--- config.mk ---
export PLATFORM = sky130hd
export DESIGN_NAME = muldiv_ctrl
export DESIGN_NICKNAME = d
export VERILOG_FILES = /design/src/rtl/muldiv_ctrl_pkg.sv /design/src/rtl/muldiv_ctrl.sv
export SDC_FILE = /design/constraint.sdc
export NUM_CORES = 1
export LEC_CHECK = 0
export ABC_AREA = 1
export BUFFER_PORTS_ARGS = -buffer_cell sky130_fd_sc_hd__buf_2
export CELL_PAD_IN_SITES_DETAIL_PLACEMENT = 2
export CELL_PAD_IN_SITES_GLOBAL_PLACEMENT = 2
export CORE_UTILIZATION = 24
export DETAILED_ROUTE_END_ITERATION = 16
export PLACE_DENSITY = 0.91
export SLEW_MARGIN = 20
export SYNTH_ARGS = -nofsm -noshare
export SYNTH_HDL_FRONTEND = slang
export SYNTH_SLANG_ARGS = --single-unit
--- constraint.sdc ---
create_clock -name clk -period 1.9 [get_ports clk]
set_input_delay 0.095 -clock clk [delete_from_list [all_inputs] [get_ports clk]]
set_output_delay 0.095 -clock clk [all_outputs]
set_load 0.1 [all_outputs]
--- src/rtl/muldiv_ctrl_pkg.sv ---
// Shared types and constants for the multiply/divide sequencer.
package muldiv_ctrl_pkg;

   localparam int WORD = 32;

   // Sequencer state encoding
   typedef enum logic [1:0] {
      IDLE     = 2'd0,
      MULT_RUN = 2'd1,
      DIV_RUN  = 2'd2,
      COMMIT   = 2'd3
   } state_t;

   // Request types as resolved in IDLE, after priority is applied
   typedef enum logic [2:0] {
      OP_NONE  = 3'd0,
      OP_MULT  = 3'd1,
      OP_DIV   = 3'd2,
      OP_DIV0  = 3'd3,
      OP_WRITE = 3'd4
   } op_t;

   // Resolve coincident requests: multiply beats divide beats HI/LO writes.
   // A zero divisor turns the divide into a rejected request.
   function automatic op_t sel_op(input logic rm, input logic rd,
                                  input logic wh, input logic wl,
                                  input logic [WORD-1:0] b);
      if (rm)
         return OP_MULT;
      else if (rd)
         return (b == '0) ? OP_DIV0 : OP_DIV;
      else if (wh || wl)
         return OP_WRITE;
      else
         return OP_NONE;
   endfunction

endpackage

--- src/rtl/muldiv_ctrl.sv ---
// Multiply/divide sequencer: launches a unit, waits for done, commits HI/LO,
// and reports div0 / timeout to the main control FSM.
module muldiv_ctrl
   import muldiv_ctrl_pkg::*;
#(
   parameter int TIMEOUT = 64
) (
   input  logic            clk,
   input  logic            reset,
   input  logic            req_mult,
   input  logic            req_div,
   input  logic [WORD-1:0] op_a,
   input  logic [WORD-1:0] op_b,
   input  logic            wr_hi,
   input  logic            wr_lo,
   input  logic [WORD-1:0] wr_data,
   output logic            mult_start,
   output logic            div_start,
   output logic [WORD-1:0] unit_a,
   output logic [WORD-1:0] unit_b,
   input  logic            mult_done,
   input  logic [WORD-1:0] mult_hi,
   input  logic [WORD-1:0] mult_lo,
   input  logic            div_done,
   input  logic [WORD-1:0] div_hi,
   input  logic [WORD-1:0] div_lo,
   output logic [WORD-1:0] hi_out,
   output logic [WORD-1:0] lo_out,
   output logic            busy,
   output logic            done,
   output logic            div0,
   output logic            timeout
);

   localparam int            CW   = $clog2(TIMEOUT + 1);
   localparam logic [CW-1:0] TMAX = CW'(TIMEOUT);

   state_t          state, state_n;
   logic [CW-1:0]   cnt, cnt_n;
   logic [WORD-1:0] hi_n, lo_n, ua_n, ub_n;
   logic            mstart_n, dstart_n, div0_n, tmo_n;

   // Next-state and next-register values; registers hold unless updated here.
   always_comb begin
      state_n  = state;
      cnt_n    = cnt;
      hi_n     = hi_out;
      lo_n     = lo_out;
      ua_n     = unit_a;
      ub_n     = unit_b;
      mstart_n = 1'b0;
      dstart_n = 1'b0;
      div0_n   = 1'b0;
      tmo_n    = 1'b0;
      case (state)
         IDLE: begin
            case (sel_op(req_mult, req_div, wr_hi, wr_lo, op_b))
               OP_MULT: begin
                  state_n  = MULT_RUN;
                  ua_n     = op_a;
                  ub_n     = op_b;
                  cnt_n    = '0;
                  mstart_n = 1'b1;
               end
               OP_DIV: begin
                  state_n  = DIV_RUN;
                  ua_n     = op_a;
                  ub_n     = op_b;
                  cnt_n    = '0;
                  dstart_n = 1'b1;
               end
               OP_DIV0: div0_n = 1'b1;
               OP_WRITE: begin
                  if (wr_hi) hi_n = wr_data;
                  if (wr_lo) lo_n = wr_data;
               end
               default: ;
            endcase
         end
         MULT_RUN: begin
            // done wins over an expiring counter on the same edge
            if (mult_done) begin
               hi_n    = mult_hi;
               lo_n    = mult_lo;
               state_n = COMMIT;
            end else if (cnt == TMAX) begin
               state_n = IDLE;
               tmo_n   = 1'b1;
            end else begin
               cnt_n = cnt + CW'(1);
            end
         end
         DIV_RUN: begin
            if (div_done) begin
               hi_n    = div_hi;
               lo_n    = div_lo;
               state_n = COMMIT;
            end else if (cnt == TMAX) begin
               state_n = IDLE;
               tmo_n   = 1'b1;
            end else begin
               cnt_n = cnt + CW'(1);
            end
         end
         COMMIT:  state_n = IDLE;
         default: state_n = IDLE;
      endcase
   end

   // State, counter, HI/LO, operand latches and one-cycle pulses.
   always_ff @(posedge clk) begin
      if (reset) begin
         state      <= IDLE;
         cnt        <= '0;
         hi_out     <= '0;
         lo_out     <= '0;
         unit_a     <= '0;
         unit_b     <= '0;
         mult_start <= 1'b0;
         div_start  <= 1'b0;
         div0       <= 1'b0;
         timeout    <= 1'b0;
      end else begin
         state      <= state_n;
         cnt        <= cnt_n;
         hi_out     <= hi_n;
         lo_out     <= lo_n;
         unit_a     <= ua_n;
         unit_b     <= ub_n;
         mult_start <= mstart_n;
         div_start  <= dstart_n;
         div0       <= div0_n;
         timeout    <= tmo_n;
      end
   end

   assign busy = (state != IDLE);
   assign done = (state == COMMIT);

endmodule
# After elaboration in Yosys (flattened, before gate mapping)
# Cells that the tools add are included.
dict set report classes {
  bitwise 1
  reduce_logical 11
  n_addsub 1
  eq_ne 17
  muxes 32
}
# cell count
set op_table {}
lappend op_table {{32-bit 2-to-1 mux} 8}
lappend op_table {{32-bit case mux with 3 select lines} 2}
lappend op_table {{32-bit logical NOT} 1}
lappend op_table {{7-bit 2-to-1 mux} 4}
lappend op_table {{7-bit case mux with 3 select lines} 1}
lappend op_table {{2-bit inequality test, second input constant} 7}
lappend op_table {{3-bit 2-to-1 mux} 4}
lappend op_table {{5-bit AND reduction} 2}
lappend op_table {{2-bit case mux with 4 select lines} 1}
lappend op_table {{7-bit by 1-bit adder with 7-bit output, second input constant} 1}
lappend op_table {{7-bit equality test, second input constant} 1}
lappend op_table {{1-bit 2-to-1 mux} 7}
lappend op_table {{3-bit by 2-bit equality test with 1-bit output, second input constant} 2}
lappend op_table {{2-bit 2-to-1 mux} 3}
lappend op_table {{2-bit equality test, second input constant} 2}
lappend op_table {{2-bit case mux with 2 select lines} 1}
lappend op_table {{4-bit AND reduction} 1}
lappend op_table {{2-bit OR reduction} 2}
lappend op_table {{3-bit by 1-bit equality test with 1-bit output, second input constant} 1}
lappend op_table {{3-bit equality test, second input constant} 1}
lappend op_table {{3-bit by 1-bit inequality test with 1-bit output, second input constant} 1}
lappend op_table {{3-bit nonzero test} 1}
lappend op_table {{2-bit by 1-bit equality test with 1-bit output, second input constant} 1}
lappend op_table {{2-bit logical NOT} 1}
lappend op_table {{other kinds (6)} 6}
dict set report word_totals {
  wordCells 72
  reg_bits 141
}

# Depth between registers and ports, before layout
# Gate-level depths: netlist of run 1.
dict set report logic_depth {
  ltp_word 9
  ltp_mapped 13
  ltp_nobuf 13
}

# Worst setup path before layout of run 1
# Ideal clock, no wire load.
dict set report synth_path {
  kind {reg2reg}
  from {register state[0]}
  to {register lo_out[23]}
  stages_incl_launch_ff 10
  setup_ps 146
  path_buffers 1
  t_arrival_ps 2012
  setup_slack_ps -258
  synth_period_minus_slack_ps 2158
  required_time_ps 1754
  path_cell_list {dfxtp_1 inv_1 ha_1 inv_2 nor2_1 nor3_4 o21ai_4 buf_2 nor2_1 a211oi_2}
}
dict set report synth_via {
  elab_chain_len 3
}
# item line_no
set synth_rtl {}
lappend synth_rtl {{start, declared} muldiv_ctrl.sv:38} ;# state_t state, state_n;
lappend synth_rtl {{start signal, assigned} muldiv_ctrl.sv:124} ;# state <= state_n;
lappend synth_rtl {{2-bit equality test (tied with other cells)} muldiv_ctrl.sv:55} ;# case (state)
lappend synth_rtl {{2-bit inequality test (no line) (tied with other cells)} n/a}
lappend synth_rtl {{5-bit AND reduction (no line)} n/a}
lappend synth_rtl {{end signal, assigned} muldiv_ctrl.sv:127} ;# lo_out <= lo_n;
lappend synth_rtl {{end, declared} muldiv_ctrl.sv:28} ;# output logic [WORD-1:0] lo_out,
# Parallel ways exist; a longest one is shown, timed or not.
# A chain may end at the register's enable or synchronous reset.

# Final worst setup path of run 1
dict set report layout_path {
  from {input op_b[27]}
  to {register unit_b[13]}
}
dict set report layout_via {
  elab_chain_len 8
}
# item line_no
set layout_rtl {}
lappend layout_rtl {{start, declared} muldiv_ctrl.sv:13} ;# input logic [WORD-1:0] op_b,
lappend layout_rtl {{32-bit logical NOT (*)} muldiv_ctrl_pkg.sv:31} ;# return (b == '0) ? OP_DIV0 : OP_DIV;
lappend layout_rtl {{1-bit 2-to-1 mux (*)} muldiv_ctrl_pkg.sv:31}
lappend layout_rtl {{3-bit 2-to-1 mux (*)} muldiv_ctrl_pkg.sv:30} ;# else if (rd)
lappend layout_rtl {{3-bit 2-to-1 mux (*)} muldiv_ctrl_pkg.sv:28} ;# if (rm)
lappend layout_rtl {{3-bit 2-to-1 mux (*)} muldiv_ctrl.sv:55}
lappend layout_rtl {{3-bit by 2-bit equality test with 1-bit output / 3-bit by 1-bit equality test with 1-bit output (equally long branches)} muldiv_ctrl.sv:57} ;# case (sel_op(req_mult, req_div, wr_hi, wr_lo, op_b))
lappend layout_rtl {{2-bit OR reduction (no line) (*)} n/a}
lappend layout_rtl {{2-bit AND reduction (no line) (*)} n/a}
lappend layout_rtl {{end signal, assigned} muldiv_ctrl.sv:129} ;# unit_b <= ub_n;
lappend layout_rtl {{end, declared} muldiv_ctrl.sv:20} ;# output logic [WORD-1:0] unit_b,
# Every way passes the cells marked *; elsewhere a longest branch is shown, timed or not. The select of a mux whose other input is x is not followed.

==> results.sh, run 1 <==
export IMPL_drive_above_1_share=0.3869
export IMPL_start_util=0.2440
export IMPL_drv_cap=0
export IMPL_failed_checks="negative setup slack"
export IMPL_regArea_mm2=0.002828
export IMPL_numPortBuffers=365
export IMPL_crit_path_end_kind="register"
export IMPL_dieWidth_um=175.8
export IMPL_power_density_mw_per_mm2=1212
export IMPL_grt_pass1_wl_mm=53.48
export IMPL_layout_commonest_cell="buf_2"
export IMPL_grt_usage=0.2246
export IMPL_hp_class="input port to register"
export IMPL_avgSynthCellArea_um2=7.483
export IMPL_grt_overflow=0
export IMPL_syn_inst=969
export IMPL_yosys_mux_area_fraction=0
export IMPL_nNetsFinal=1619
export IMPL_gp_congestion=0.7883
export IMPL_core_area_mm2=0.02972
export IMPL_slew_headroom=0.6298
export IMPL_synth_compound_area_frac=0.2428
export IMPL_multiInputGateArea_mm2=0.003886
export IMPL_grt_pass1_vias=9562
export IMPL_rows=63
export IMPL_power_total_mw=13.49
export IMPL_wl_met2_mm=19.54
export IMPL_synth_top_area_frac=0.3893
export IMPL_p_leak_nw=5.262
export IMPL_async_reset_ff_frac=0
export IMPL_final_max_slew_viol_count=0
export IMPL_synth_area_leaders="dfxtp_1 39%, nand2_1 14%, a211oi_2 10%, a22o_1 7.7%, nor2_1 5.3%"
export IMPL_fin_crit_sh=1.010
export IMPL_highest_layer="met5"
export IMPL_hold_viol=0
export IMPL_finalSetupViolations=2
export IMPL_crit_path_start_kind="input port"
export IMPL_wl_met3_mm=2.546
export IMPL_cts_buffer_depth=2
export IMPL_num_vias=8674
export IMPL_antenna_left=0
export IMPL_wl_met1_mm=13.98
export IMPL_period_needed_ns=1.920
export IMPL_viasPerCell=4.854
export IMPL_seq_area_frac_synth=0.3893
export IMPL_layout_setup_ws_ns=-0.01981
export IMPL_synth_distinct_cells=25
export IMPL_cp_max_fo=18
export IMPL_syn_area_mm2=0.007251
export IMPL_hold_worst_slack_ns=0.07455
export IMPL_p_int_mw=6.845
export IMPL_drt_initial_drc_count=301
export IMPL_synth_nets=1208
export IMPL_worst_r2r_cell_count=8
export IMPL_clock_skew_ns=0.01544
export IMPL_insertion_delay_ns=0.42
export IMPL_synth_simple_area_share=0.2540
export IMPL_area_growth_pct=53.51
export IMPL_cts_max_level=4
export IMPL_final_cell_mix="363 x buf_2, 268 x nand2_1, 139 x dfxtp_1"
export IMPL_wl_per_cell_um=20.84
export IMPL_crit_arrival_ns=2.26
export IMPL_vdd_ir_drop_worst_mv=0.5135
export IMPL_combPwrFrac=0.476
export IMPL_die_area_mm2=0.03091
export IMPL_place_ws_ns=-0.1161
export IMPL_synth_adder_area_share=0.01208
export IMPL_firstDrtPassIters=4
export IMPL_grt_setup_unrepaired="true"
export IMPL_path_clk_slew_ns=0.06
export IMPL_synth_xor_area_share=0.004832
export IMPL_dp_hpwl_mm=23.89
export IMPL_power_share_clock=0.258
export IMPL_p_sw_mw=6.644
export IMPL_root_buffer="clkbuf_16"
export IMPL_power_frac_seq=0.265
export IMPL_cts_sinks=141
export IMPL_cts_tree="done"
export IMPL_grt_max_degree=64
export IMPL_status="finished with violations"
export IMPL_synth_edff_count=0
export IMPL_die_h_um=175.8
export IMPL_yosysTopAreaCell="dfxtp_1"
export IMPL_ys_seq_elements=141
export IMPL_path_class="input port to register"
export IMPL_final_fill_count=3447
export IMPL_yosysWarnings=0
export IMPL_ys_flop_type="dfxtp_1"
export IMPL_p_sw_frac=0.4925
export IMPL_max_freq_mhz=520.9
export IMPL_max_slew_worst_pin_slew_ns=0.5533
export IMPL_r2r_slack_ns=0.01
export IMPL_hold_depth=4
export IMPL_ios=366
export IMPL_cts_buffers=17
export IMPL_required_ns=2.24
export IMPL_synth_top_family_by_area="simple AND/OR/NAND/NOR gates"
export IMPL_antenna_found_initial=5
export IMPL_drc_errors=0
export IMPL_wl_mm=37.25
==> metal layers <==
layer | GRT usage | vias up
met4 | 0.08659 | 2
met3 | 0.06255 | 66
met2 | 0.4219 | 336
met5 | 0 | -
met1 | 0.2340 | 4228
li1 | - | 4042
==> state kept, by name (all words and copies together), names as in the netlist <==
register    flops
state           2
timeout         1
lo_out         32
div_start       1
cnt             7
mult_start      1
hi_out         32
div0            1
unit_b         32
unit_a         32
==> per-stage QoR <==
| step | TNS, ns | cells | instance area [um2] | utilization |
|---|---|---|---|---|
| 2_1_floorplan | 0 | 969 | 7282 | - |
| 3_5_place_dp | -3.953 | 1676 | 9523 | 0.3205 |
| 3_3_place_gp | 0 | 1676 | 9523 | 0.3205 |
| 4_1_cts | -0.03045 | 1774 | 10840 | 0.3649 |
| 5_1_grt | -0.5658 | 1786 | 11130 | 0.3745 |
| 6_report | -0.03941 | 1787 | 11130 | 0.3746 |
==> worst paths after layout <==
kind / start / to
min: mult_done / timeout$_SDFF_PP0_
max reg2reg: state[1]$_SDFFE_PP0P_ / hi_out[21]$_SDFFE_PP0P_
max: op_b[27] / unit_b[13]$_SDFFE_PP0P_
min reg2reg: unit_a[8]$_SDFFE_PP0P_ / unit_a[8]$_SDFFE_PP0P_
==> cells by family after synthesis <==
group,after synthesis
AND/OR/NAND/NOR,455
AO/OA/AOI/OAI,206
buffers and inverters,156
flip-flops,141
adder cells (fa/ha/maj),7
XOR/XNOR,4
==> critical path: stages <==
cell           delay (ns)
dlygate4sd3_1        0.54
buf_2                0.14
nor2_1               0.19
nand2_1              0.12
nor2_1               0.16
nand2_1              0.14
o21ai_4              0.21
nand2_4              0.11
nand2_8              0.11
buf_12               0.16
nand2_1              0.10
a21oi_1              0.17
==> layout make-up <==
type | count | area share
clock inverter | 14 | 0.01428
inverter | 82 | 0.02911
sequential | 141 | 0.2540
antenna | 4 | 0.0008993
multi-input combinational | 672 | 0.3491
clock buffer | 18 | 0.03856
timing repair buffer | 466 | 0.2701
tap | 390 | 0.04384
==> power groups by stage <==
stage               Clock [mW]  Sequential (mW)  Combinational (mW)
finish                    3.49             3.58                6.43
floorplan                    0             6.31                1.86
CTS                       3.59             3.56                6.13
detailed placement           0             3.62                5.93
global placement             0             3.59                5.78
global route              3.68             3.62                6.73
==> repair_timing <==
item	4_1_cts	5_1_grt
endpoints found under the hold margin	65	0
setup buffers	0	3
endpoints found under the setup margin	81	134
gates cloned	1	6
resized for setup	19	38
pin swaps	1	2
hold buffers	65	0
==> synth_stat cells (4+ instances only) <==
master / number
a21oi_1: 72
a22o_1: 64
buf_2: 19
xor2_1: 4
nor3_1: 5
nor2_1: 102
buf_1: 14
buf_6: 12
ha_1: 7
inv_1: 80
nand3_1: 74
dfxtp_1: 141
nand2_1: 270
a211oi_1: 4
clkbuf_1: 28
a211oi_2: 60
No activity file was read; power rests on OpenSTA's default activity.
==> run 2, diff against run 1 <==
--- a/config.mk
+++ b/config.mk
@@ -12,6 +12,7 @@
 export CORE_UTILIZATION = 24
 export DETAILED_ROUTE_END_ITERATION = 16
 export PLACE_DENSITY = 0.91
+export SKIP_CTS_REPAIR_TIMING = 1
 export SLEW_MARGIN = 20
 export SYNTH_ARGS = -nofsm -noshare
 export SYNTH_HDL_FRONTEND = slang
==> constraint.sdc (replaced) <==
create_clock -name clk -period 1.8 [get_ports clk]
set_input_delay 0.09 -clock clk [delete_from_list [all_inputs] [get_ports clk]]
set_output_delay 0.09 -clock clk [all_outputs]
set_load 0.1 [all_outputs]
==> results.sh, run 2 (synthesized netlist as in run 1, its figures left out) <==
export IMPL_status="finished with violations"
export IMPL_failed_checks="negative setup slack"
export IMPL_root_buffer="clkbuf_16"
export IMPL_min_to="unit_b[1]$_SDFFE_PP0P_"
export IMPL_drive_above_1_share=0.4164
export IMPL_layout_setup_ws_ns=-0.02323
export IMPL_clock_skew_ns=0.01783
export IMPL_cp_max_fo=7
export IMPL_multiInputGateArea_mm2=0.003983
export IMPL_slew_headroom=0.6425
export IMPL_max_freq_mhz=548.5
export IMPL_hold_worst_slack_ns=0.01239
export IMPL_dieWidth_um=175.8
export IMPL_cts_buffer_depth=2
export IMPL_die_h_um=175.8
export IMPL_worst_r2r_cell_count=8
export IMPL_grt_overflow=0
export IMPL_crit_path_end_kind="register"
export IMPL_worstPathCellList="buf_6 > ha_4 > inv_4 > o22ai_4 > nor3_4 > o21ai_4 > clkbuf_16 > a211oi_4"
export IMPL_max_slew_worst_pin_slew_ns=0.5400
export IMPL_hp_class="input port to register"
export IMPL_ios=366
export IMPL_antenna_found_initial=3
export IMPL_regArea_mm2=0.002825
export IMPL_cts_sinks=141
export IMPL_cts_tree="done"
export IMPL_firstDrtPassIters=4
export IMPL_path_clk_slew_ns=0.06
export IMPL_grt_setup_unrepaired="true"
export IMPL_period_needed_ns=1.823
export IMPL_p_leak_nw=5.379
export IMPL_dp_hpwl_mm=23.45
export IMPL_crit_arrival_ns=2.16
export IMPL_power_density_mw_per_mm2=1265
export IMPL_cts_max_level=4
export IMPL_vdd_ir_drop_worst_mv=0.6363
export IMPL_drc_errors=0
export IMPL_drt_initial_drc_count=302
export IMPL_fin_area_mm2=0.01147
export IMPL_placedCellCount=1676
export IMPL_reg2reg_from="state[0]$_SDFFE_PP0P_"
export IMPL_rows=63
export IMPL_hold_depth=3
export IMPL_viasPerCell=4.797
export IMPL_crit_buf_inv=3
export IMPL_area_growth_pct=58.22
export IMPL_insertion_delay_ns=0.44
export IMPL_hold_viol=0
export IMPL_start_util=0.2440
export IMPL_antenna_left=0
export IMPL_drv_cap=0
export IMPL_fin_crit_sh=1.013
export IMPL_r2r_end="hi_out[29]$_SDFFE_PP0P_"
export IMPL_cp_top_family="compound AO/OA/AOI/OAI gates"
export IMPL_cp_slowest_cell="dfxtp_2"
export IMPL_grt_max_degree=67
export IMPL_cts_buffers=17
export IMPL_core_area_mm2=0.02972
export IMPL_dpl_cell_area_mm2=0.009610
export IMPL_setup_tns_ns=-0.05062
export IMPL_final_cell_mix="363 x buf_2, 269 x nand2_1, 139 x dfxtp_1"
export IMPL_final_max_slew_viol_count=0
export IMPL_numPortBuffers=365
export IMPL_slowest_delay_ns=0.34
export IMPL_grt_pass1_wl_mm=47.12
export IMPL_layout_commonest_cell="buf_2"
export IMPL_grt_pass1_vias=8858
export IMPL_r2r_slack_ns=-0.02
export IMPL_num_vias=8621
export IMPL_hp_start="op_b[1]"
export IMPL_die_area_mm2=0.03091
export IMPL_nNetsFinal=1631
export IMPL_grt_usage=0.1972
export IMPL_wl_per_cell_um=21.01
export IMPL_fin_cells=1797
export IMPL_finalSetupViolations=5
export IMPL_crit_path_start_kind="register"
export IMPL_final_fill_count=3416
export IMPL_gp_congestion=0.7945
export IMPL_required_ns=2.13
export IMPL_path_class="register to register"
export IMPL_wl_mm=37.75
## run 2: changes by cell type in the layout (fill, tap and decap cells not counted), moves of 2 or more
cell           delta
clkinv_4          -2
dlygate4sd3_1     -3
inv_4             +4
nor2_1           -33
buf_6             +6
clkbuf_8          -2
clkbuf_16         +5
diode_2           -2
buf_8             +2
inv_2             -4
nor2_2           +28
nor2_4            +5
clkinv_2          +3
buf_12            +5
## run 2: how the worst max path moves through the flow
stage                               start  slack (ns)                       to  cells past startpoint
detailed placement  state[1]$_SDFFE_PP0P_       -0.13  hi_out[12]$_SDFFE_PP0P_                      9
global route                     req_mult       -0.11  hi_out[29]$_SDFFE_PP0P_                     10
finish              state[0]$_SDFFE_PP0P_       -0.02  hi_out[29]$_SDFFE_PP0P_                      8
CTS                 state[1]$_SDFFE_PP0P_       -0.18  hi_out[29]$_SDFFE_PP0P_                      9
global placement    state[0]$_SDFFE_PP0P_        0.03  hi_out[11]$_SDFFE_PP0P_                      9
floorplan           state[0]$_SDFFE_PP0P_        0.04  lo_out[23]$_SDFFE_PP0P_                      9
## run 2: stage by stage
| step | setup WS [ns] | total power, mW | utilization |
|---|---|---|---|
| finish | -0.02323 | 14.51 | 0.3860 |
| global route | -0.1117 | 15.12 | 0.3860 |
| CTS | -0.1801 | 13.76 | 0.3427 |
| detailed placement | -0.1301 | 10.15 | 0.3234 |
| global placement | 0.02638 | 9.972 | 0.3234 |
| floorplan | 0.04228 | 8.620 | - |
## run 2: area by class of cell
cell class | instances | area share
multi-input combinational | 672 | 0.3471
timing repair buffer | 478 | 0.2845
sequential | 141 | 0.2463
tap | 390 | 0.04253
clock buffer | 18 | 0.03741
inverter | 82 | 0.02912
clock inverter | 14 | 0.01254
antenna | 2 | 0.0004363
## run 2: per-layer routing
layer  share of wire  wire, um  GRT usage
met1            0.38     14410     0.2110
met4           0.028      1047    0.08406
met5         0.00034        13          0
met3           0.063      2366    0.05195
met2            0.53     19910     0.3623
## run 2: power by group
group	internal, mW	total, mW	switching (mW)
registers	3.54	3.78	0.240
clock network	2.04	3.56	1.52
logic	1.85	7.17	5.32
total	7.43	14.5	7.08
## run 2: worst register-to-register path, cell delays in order (launching register included)
cell and delay (ns):
dfxtp_2 0.34, buf_6 0.13, ha_4 0.17, inv_4 0.06, o22ai_4 0.07, nor3_4 0.29
o21ai_4 0.20, clkbuf_16 0.23, a211oi_4 0.25
==> run 3, diff against run 2 <==
==> constraint.sdc (replaced) <==
create_clock -name clk -period 1.7 [get_ports clk]
set_input_delay 0.085 -clock clk [delete_from_list [all_inputs] [get_ports clk]]
set_output_delay 0.085 -clock clk [all_outputs]
set_load 0.1 [all_outputs]
==> results.sh, run 3 (synthesized netlist as in run 1, its figures left out) <==
export IMPL_num_vias=8621
export IMPL_antenna_left=0
export IMPL_highest_layer="met5"
export IMPL_final_cell_mix="362 x buf_2, 269 x nand2_1, 139 x dfxtp_1"
export IMPL_r2r_slack_ns=-0.16
export IMPL_insertion_delay_ns=0.41
export IMPL_root_buffer="clkbuf_16"
export IMPL_power_total_mw=15.38
export IMPL_worstPathCellList="inv_4 > buf_6 > ha_4 > inv_4 > o22ai_4 > nor3_4 > buf_6 > o21ai_4 > clkbuf_16 > nor2_4 > a211oi_2"
export IMPL_clock_skew_ns=0.01090
export IMPL_path_class="register to register"
export IMPL_worst_r2r_cell_count=11
export IMPL_viasPerCell=4.800
export IMPL_hold_viol=0
export IMPL_area_growth_pct=57.95
export IMPL_num_antenna_cells=0
export IMPL_crit_arrival_ns=2.19
export IMPL_wl_met3_mm=2.088
export IMPL_vdd_ir_drop_worst_mv=0.6091
export IMPL_cp_startpoint="state[0]$_SDFFE_PP0P_"
export IMPL_min_to="unit_b[9]$_SDFFE_PP0P_"
export IMPL_layout_commonest_cell="buf_2"
export IMPL_finalSetupViolations=64
export IMPL_wl_met1_mm=14.32
export IMPL_cts_max_level=4
export IMPL_r2r_end="hi_out[14]$_SDFFE_PP0P_"
export IMPL_die_h_um=175.8
export IMPL_period_needed_ns=1.864
export IMPL_nNetsFinal=1632
export IMPL_dpl_cell_area_mm2=0.009651
export IMPL_drv_cap=0
export IMPL_hp_start="op_b[9]"
export IMPL_dieWidth_um=175.8
export IMPL_grt_pass1_vias=8827
export IMPL_dp_hpwl_mm=24.47
export IMPL_layout_setup_ws_ns=-0.1637
export IMPL_path_clk_slew_ns=0.07
export IMPL_final_core_util=0.3854
export IMPL_antenna_found_initial=2
export IMPL_fin_crit_sh=1.096
export IMPL_firstDrtPassIters=4
export IMPL_power_density_mw_per_mm2=1343
export IMPL_drt_initial_drc_count=263
export IMPL_p_leak_nw=5.385
export IMPL_wl_per_cell_um=20.26
export IMPL_failed_checks="negative setup slack"
export IMPL_crit_path_start_kind="register"
export IMPL_status="finished with violations"
export IMPL_grt_usage=0.1974
export IMPL_grt_max_degree=67
export IMPL_core_area_mm2=0.02972
export IMPL_hp_class="input port to register"
export IMPL_crit_buf_inv=5
export IMPL_placedCellCount=1686
export IMPL_slowest_delay_ns=0.35
export IMPL_grt_overflow=0
export IMPL_wl_mm=36.39
export IMPL_cp_max_fo=8
export IMPL_fin_cells=1796
export IMPL_slew_headroom=0.6426
export IMPL_rows=63
export IMPL_drive_above_1_share=0.4090
export IMPL_reg2reg_from="state[0]$_SDFFE_PP0P_"
export IMPL_cts_buffers=17
export IMPL_required_ns=2.02
export IMPL_grt_setup_unrepaired="true"
export IMPL_fin_area_mm2=0.01145
export IMPL_cts_buffer_depth=2
export IMPL_gp_congestion=0.7925
export IMPL_die_area_mm2=0.03091
export IMPL_max_freq_mhz=536.6
export IMPL_drc_errors=0
export IMPL_final_max_slew_viol_count=0
export IMPL_max_slew_worst_pin_slew_ns=0.5399
export IMPL_crit_path_end_kind="register"
export IMPL_grt_pass1_wl_mm=47.44
export IMPL_cts_sinks=141
export IMPL_hold_depth=3
export IMPL_cp_top_family="buffers and inverters"
export IMPL_start_util=0.2440
export IMPL_cp_slowest_cell="dfxtp_4"
export IMPL_wl_met2_mm=19.24
export IMPL_place_ws_ns=-0.2566
export IMPL_numPortBuffers=365
export IMPL_ios=366
export IMPL_cts_tree="done"
-- run 3: area by class of cell --
type | count | area (um2)
timing repair buffer | 478 | 3189
tap | 390 | 488.0
fill | 3374 | 18270
sequential | 141 | 2828
inverter | 82 | 331.6
clock inverter | 12 | 150.1
clock buffer | 20 | 466.7
multi-input combinational | 673 | 3999
-- run 3: worst reg2reg max path, cell delays in order, from the launching register on --
cell       delay [ns]
dfxtp_4          0.35
inv_4            0.07
buf_6            0.11
ha_4             0.17
inv_4            0.05
o22ai_4          0.19
nor3_4           0.07
buf_6            0.13
o21ai_4          0.17
clkbuf_16        0.27
nor2_4           0.04
a211oi_2         0.16
-- run 3: worst max path at each step --
stage | to | slack (ns) | depth (start not counted)
finish | hi_out[14]$_SDFFE_PP0P_ | -0.16 | 11
CTS | lo_out[31]$_SDFFE_PP0P_ | -0.27 | 10
floorplan | lo_out[23]$_SDFFE_PP0P_ | 0.0008 | 9
global route | lo_out[31]$_SDFFE_PP0P_ | -0.23 | 11
global placement | hi_out[10]$_SDFFE_PP0P_ | -0.09 | 10
detailed placement | hi_out[13]$_SDFFE_PP0P_ | -0.26 | 10
-- run 3: metal layers --
layer	track usage	vias to the layer above
met2	0.3730	298
met3	0.05325	41
met5	0	-
met4	0.05109	2
met1	0.2143	4229
li1	-	4051
-- run 3: report_power, final --
| part | switching (mW) | total [mW] | internal [mW] | leakage, nW |
|---|---|---|---|---|
| Combinational | 5.52 | 7.40 | 1.88 | 3.92 |
| Sequential | 0.249 | 3.99 | 3.75 | 1.16 |
| Clock | 1.66 | 3.99 | 2.33 | 0.304 |
-- run 3: stage by stage --
step	hold slack, ns	setup TNS (ns)
3_5_place_dp	0.3676	-15.16
3_3_place_gp	0.3601	-5.537
2_1_floorplan	0.2372	0
5_1_grt	-0.007762	-12.12
4_1_cts	-0.07970	-16.95
6_report	0.01935	-6.596
